File: src/rtl/guess_entry.sv
// Three-digit guess entry: collects keypad digits, supports backspace/clear/enter,
// commits the guess to oNum1-3 with a one-cycle strobe, and auto-clears stale entries.
module guess_entry #(
  parameter bit          ALLOW_DUP = 1'b0,
  parameter logic [31:0] TIMEOUT   = 32'd50_000_000
) (
  input  logic       clk,
  input  logic       reset,
  input  logic       key_valid,
  input  logic [3:0] key_code,
  output logic [3:0] entry1,
  output logic [3:0] entry2,
  output logic [3:0] entry3,
  output logic [1:0] entry_cnt,
  output logic [3:0] oNum1,
  output logic [3:0] oNum2,
  output logic [3:0] oNum3,
  output logic       oNumRdy,
  output logic       err,
  output logic       tmo,
  output logic [3:0] guess_cnt,
  output logic [1:0] fsm_state
);

  typedef enum logic [1:0] {S_EMPTY, S_PART, S_FULL, S_SEND} state_t;

  state_t          state, state_n;
  logic [2:0][3:0] slot, slot_n;
  logic [2:0][3:0] onum, onum_n;
  logic [1:0]      cnt, cnt_n;
  logic [3:0]      guess, guess_n;
  logic [31:0]     idle, idle_n;
  logic            err_n, tmo_n, rdy_n;
  logic            dup;

  // key_valid is a one-cycle strobe with no backpressure: every strobe is consumed
  // on the edge that samples it, except during S_SEND where it is dropped silently.
  assign dup = ((cnt > 2'd0) && (slot[0] == key_code)) ||
               ((cnt > 2'd1) && (slot[1] == key_code));

  always_comb begin
    state_n = state;
    slot_n  = slot;
    cnt_n   = cnt;
    onum_n  = onum;
    guess_n = guess;
    idle_n  = idle + 32'd1;
    err_n   = 1'b0;
    tmo_n   = 1'b0;
    rdy_n   = 1'b0;
    if (state == S_SEND) begin
      onum_n  = slot;
      rdy_n   = 1'b1;
      guess_n = (guess == 4'd15) ? guess : guess + 4'd1;
      slot_n  = '0;
      cnt_n   = 2'd0;
      idle_n  = 32'd0;
      state_n = S_EMPTY;
    end else if (key_valid) begin
      idle_n = 32'd0;
      case (key_code)
        4'h0, 4'h1, 4'h2, 4'h3, 4'h4, 4'h5, 4'h6, 4'h7, 4'h8, 4'h9: begin
          if (state == S_FULL || (!ALLOW_DUP && dup)) begin
            err_n = 1'b1;
          end else begin
            slot_n[cnt] = key_code;
            cnt_n       = cnt + 2'd1;
            state_n     = (cnt == 2'd2) ? S_FULL : S_PART;
          end
        end
        4'hA: begin
          if (cnt != 2'd0) begin
            slot_n[cnt - 2'd1] = 4'd0;
            cnt_n              = cnt - 2'd1;
            state_n            = (cnt == 2'd1) ? S_EMPTY : S_PART;
          end
        end
        4'hB: begin
          slot_n  = '0;
          cnt_n   = 2'd0;
          state_n = S_EMPTY;
        end
        4'hE: begin
          if (state == S_FULL) state_n = S_SEND;
          else                 err_n   = 1'b1;
        end
        default: ;
      endcase
    end else if (state == S_EMPTY) begin
      idle_n = 32'd0;
    end else if (idle == TIMEOUT - 32'd1) begin
      slot_n  = '0;
      cnt_n   = 2'd0;
      idle_n  = 32'd0;
      tmo_n   = 1'b1;
      state_n = S_EMPTY;
    end
  end

  always_ff @(posedge clk) begin
    if (reset) begin
      state   <= S_EMPTY;
      slot    <= '0;
      onum    <= '0;
      cnt     <= 2'd0;
      guess   <= 4'd0;
      idle    <= 32'd0;
      err     <= 1'b0;
      tmo     <= 1'b0;
      oNumRdy <= 1'b0;
    end else begin
      state   <= state_n;
      slot    <= slot_n;
      onum    <= onum_n;
      cnt     <= cnt_n;
      guess   <= guess_n;
      idle    <= idle_n;
      err     <= err_n;
      tmo     <= tmo_n;
      oNumRdy <= rdy_n;
    end
  end

  assign entry1    = slot[0];
  assign entry2    = slot[1];
  assign entry3    = slot[2];
  assign entry_cnt = cnt;
  assign oNum1     = onum[0];
  assign oNum2     = onum[1];
  assign oNum3     = onum[2];
  assign guess_cnt = guess;
  assign fsm_state = state;

endmodule

File: config.mk
export PLATFORM = sky130hd
export DESIGN_NAME = guess_entry
export DESIGN_NICKNAME = d
export VERILOG_FILES = /design/src/rtl/guess_entry.sv
export SDC_FILE = /design/constraint.sdc
export NUM_CORES = 1
export LEC_CHECK = 0
export BUFFER_PORTS_ARGS = -buffer_cell sky130_fd_sc_hd__buf_2
export CORE_ASPECT_RATIO = 1.5
export CORE_MARGIN = 2
export CORE_UTILIZATION = 45
export DETAILED_ROUTE_END_ITERATION = 6
export GPL_ROUTABILITY_DRIVEN = 0
export PLACE_DENSITY = 0.74
export SYNTH_ARGS = -nofsm -noshare
export SYNTH_HDL_FRONTEND = slang
export SYNTH_SLANG_ARGS = --single-unit
File: constraint.sdc
create_clock -name clk -period 2.93 [get_ports clk]
set_input_delay 0.586 -clock clk [delete_from_list [all_inputs] [get_ports clk]]
set_output_delay 0.586 -clock clk [all_outputs]
set_load 0.05 [all_outputs]
==> reports/qor.yml <==
die:
  fp.dieW_um: 74.2
  core_area_mm2: 0.00718
  dieHeight_um: 109
  num_io_pins: 42
  start_util: 0.463
  fp-row-count: 38
  die-area_mm2: 0.00810
timing:
  setup_viol: 0
  rsz0062_at_grt: "false"
  fin_setup_tns_ns: 0
  finalMaxSlewViolations: 0
  hold_viol_final: 0
  finalClockSkew_ns: 0.00727
  min_period_over_period: 0.939
  tightest_slew_ns: 1.08
  clock.fmax_mhz: 363
  relSlewSlack: 0.278
  fin_crit_ns: 2.75
  hold_slack_ns: 0.493
final_layout:
  nFillCells: 684
  fin_util: 0.538
  stdcell_count: 539
  fin_nets: 450
  drive_gt1_frac: 0.164
  multi_input_area_mm2: 0.00187
  antenna_cells: 0
  syn_to_final_growth_pct: 16.3
  seq_area_mm2: 0.00134
worst_setup_path:
  crit_path_end_kind: "register"
  path_cells: "or4_1 > or4_1 > or4_4 > or4_4 > a21boi_2 > mux2i_1"
  cp.required_ns: 3.20
  critPathLaunchType: "register"
  crit_fanout: 4
  ff2ff_path_depth: 6
  crit_family: "simple AND/OR/NAND/NOR gates"
  critPathSlowestCell: "or4_1"
  r2r_slack_ns: 0.18
  cp.arrival_ns: 3.02
  r2r-start: "idle[27]"
  crit_type: "reg2reg"
  slowest_delay_ns: 0.57
  cp.buffers_inverters: 0
  r2r_end: "fsm_state[1]"
place:
  placed_cells: 523
  io_buffers: 41
  dp_hpwl_um: 5510
worst_hold_path:
  whs_path_depth: 2
  hold_path.class: "reg2reg"
  min_to: "oNum3[3]"
  worstHoldStart: "oNum3[3]"
clocking:
  cts_hold_buf: 0
  insertion_delay_ns: 0.34
  post-cts-setup-buffers: 0
  path_clk_slew_ns: 0.07
  cts-htree-levels: 3
  clock_sinks: 67
  cts_buffer_depth: 2
  cts_root_buf: "clkbuf_8"
  cts_resized: 0
  cts_tree: "done"
  cts_buffers: 9
grt:
  gr-total-overflow: 0
  grt_max_degree: 31
  grt_pass1_vias: 2714
  grt_pass1_wl_um: 12300
  antenna_found_initial: 0
  grt_util_all_layers: 0.199
power:
  leakage_nw: 1.49
  p_per_area_mw_per_mm2: 486
  peakVddDrop_mv: 0.366
detailed_routing:
  viasPerCell: 5.26
  drtPass1Iterations: 4
  post_drt_wl_per_cell_um: 14.0
  drcViolationCount: 0
  drt-total-wl_um: 7540
  ant_nets: 0
  vias: 2833
  initialDrtViolationCount: 178
outcome:
  status: "finished clean"
synthesis:
  yosys_warnings: 0
  synth_area_leaders: "dfxtp_1, nor2_1, xor2_1"
  synth_edf_count: 0
  ys_seq_area_frac: 0.404
  yosysTopAreaCell: "dfxtp_1"
  syn_nets: 410
  synth.avg_cell_area_um2: 8.43
  yosysMostFrequentCell: "dfxtp_1"
  ys_seq_elements: 67
  ys_top_cells_by_count: "dfxtp_1, nor2_1, nand2_1"
  ys_async_sr_fraction: 0
  synth_flop_cell: "dfxtp_1"
  synth.distinct_cells: 47
  synth_cells: 394
  yosysTopAreaCellShare: 0.404
  syn-cell-area_mm2: 0.00332
run:
  drv_cap: 0
[sequential cells by signal (all words and copies together) (netlist names)]
signal / flops
err: 1
guess_cnt: 4
oNum3: 4
entry2: 4
entry_cnt: 2
tmo: 1
oNum1: 4
entry3: 4
oNumRdy: 1
entry1: 4
idle: 32
fsm_state: 2
oNum2: 4
[power by group]
part | switching [mW] | internal, mW | total [mW]
combinational | 0.107 | 0.0477 | 0.154
clock | 0.334 | 0.459 | 0.794
sequential | 0.0109 | 0.918 | 0.929
[cells in the final DEF (no fill, tap or decap), types with 4 or more instances in the layout]
cell / instances
mux2i_1: 22
ha_1: 9
buf_2: 41
buf_4: 6
nor2_1: 64
or3_1: 4
a21oi_1: 5
xor2_1: 26
xnor2_1: 12
nand2_1: 42
nand4_1: 6
nand3_1: 25
o21ai_0: 13
nor3_1: 6
and3_1: 13
dfxtp_1: 67
clkbuf_8: 12
inv_1: 11
nand3b_1: 4
[per-stage QoR]
| step | total power, mW | cell area, um^2 | worst slack, ns |
|---|---|---|---|
| after floorplan | 1.06 | 3320 | 0.319 |
| after detailed placement | 1.10 | 3640 | 0.181 |
| after CTS | 1.90 | 3850 | 0.150 |
| final | 1.88 | 3860 | 0.179 |
| after global placement | 1.10 | 3640 | 0.237 |
| after global routing | 1.95 | 3860 | 0.0810 |
[routing by layer]
layer / routed length (um) / GRT usage / vias up
li1: - / - / 1436
met2: 4150 / 0.365 / 56
met5: 0 / 0 / -
met3: 263 / 0.0536 / 16
met4: 221 / 0.0974 / 0
met1: 2910 / 0.201 / 1325
[worst max-delay path by stage]
stage              from            to  slack (ns)  depth (start not counted)
3_5_place_dp   idle[27]     entry1[3]        0.18                          6
6_report       idle[27]  fsm_state[1]        0.18                          6
5_1_grt        idle[27]     entry1[3]        0.08                          6
3_3_place_gp   idle[27]     entry1[0]        0.24                          6
4_1_cts        idle[27]     entry1[3]        0.15                          6
2_1_floorplan  idle[27]  fsm_state[0]        0.32                          6
[cells by family after synthesis]
group	Yosys count	share of synthesized area
AOI/OAI and AO/OA	38	0.0791
xor gates and xnor gates	38	0.100
adders and majority gates	9	0.0339
buffers and inverters	30	0.0350
DFF	67	0.404
muxes	22	0.0663
and+or+nand+nor	190	0.282
[worst register-to-register path, delay by kind of cell (launching register included)]
kind / cells / cell delay [ns]
flip-flops: 1 / 0.34
multiplexers: 1 / 0.20
AO/OA/AOI/OAI: 1 / 0.20
AND/OR/NAND/NOR: 4 / 1.95
[cell type report]
type,count,area share
multi-input cells,297,0.485
well taps,100,0.0324
repair buffers,48,0.0700
flip-flops and latches,67,0.347
clock inverters,4,0.0123
inverters,11,0.0107
clock buffers,12,0.0428
Note: power is estimated with default switching activity, not from simulation.
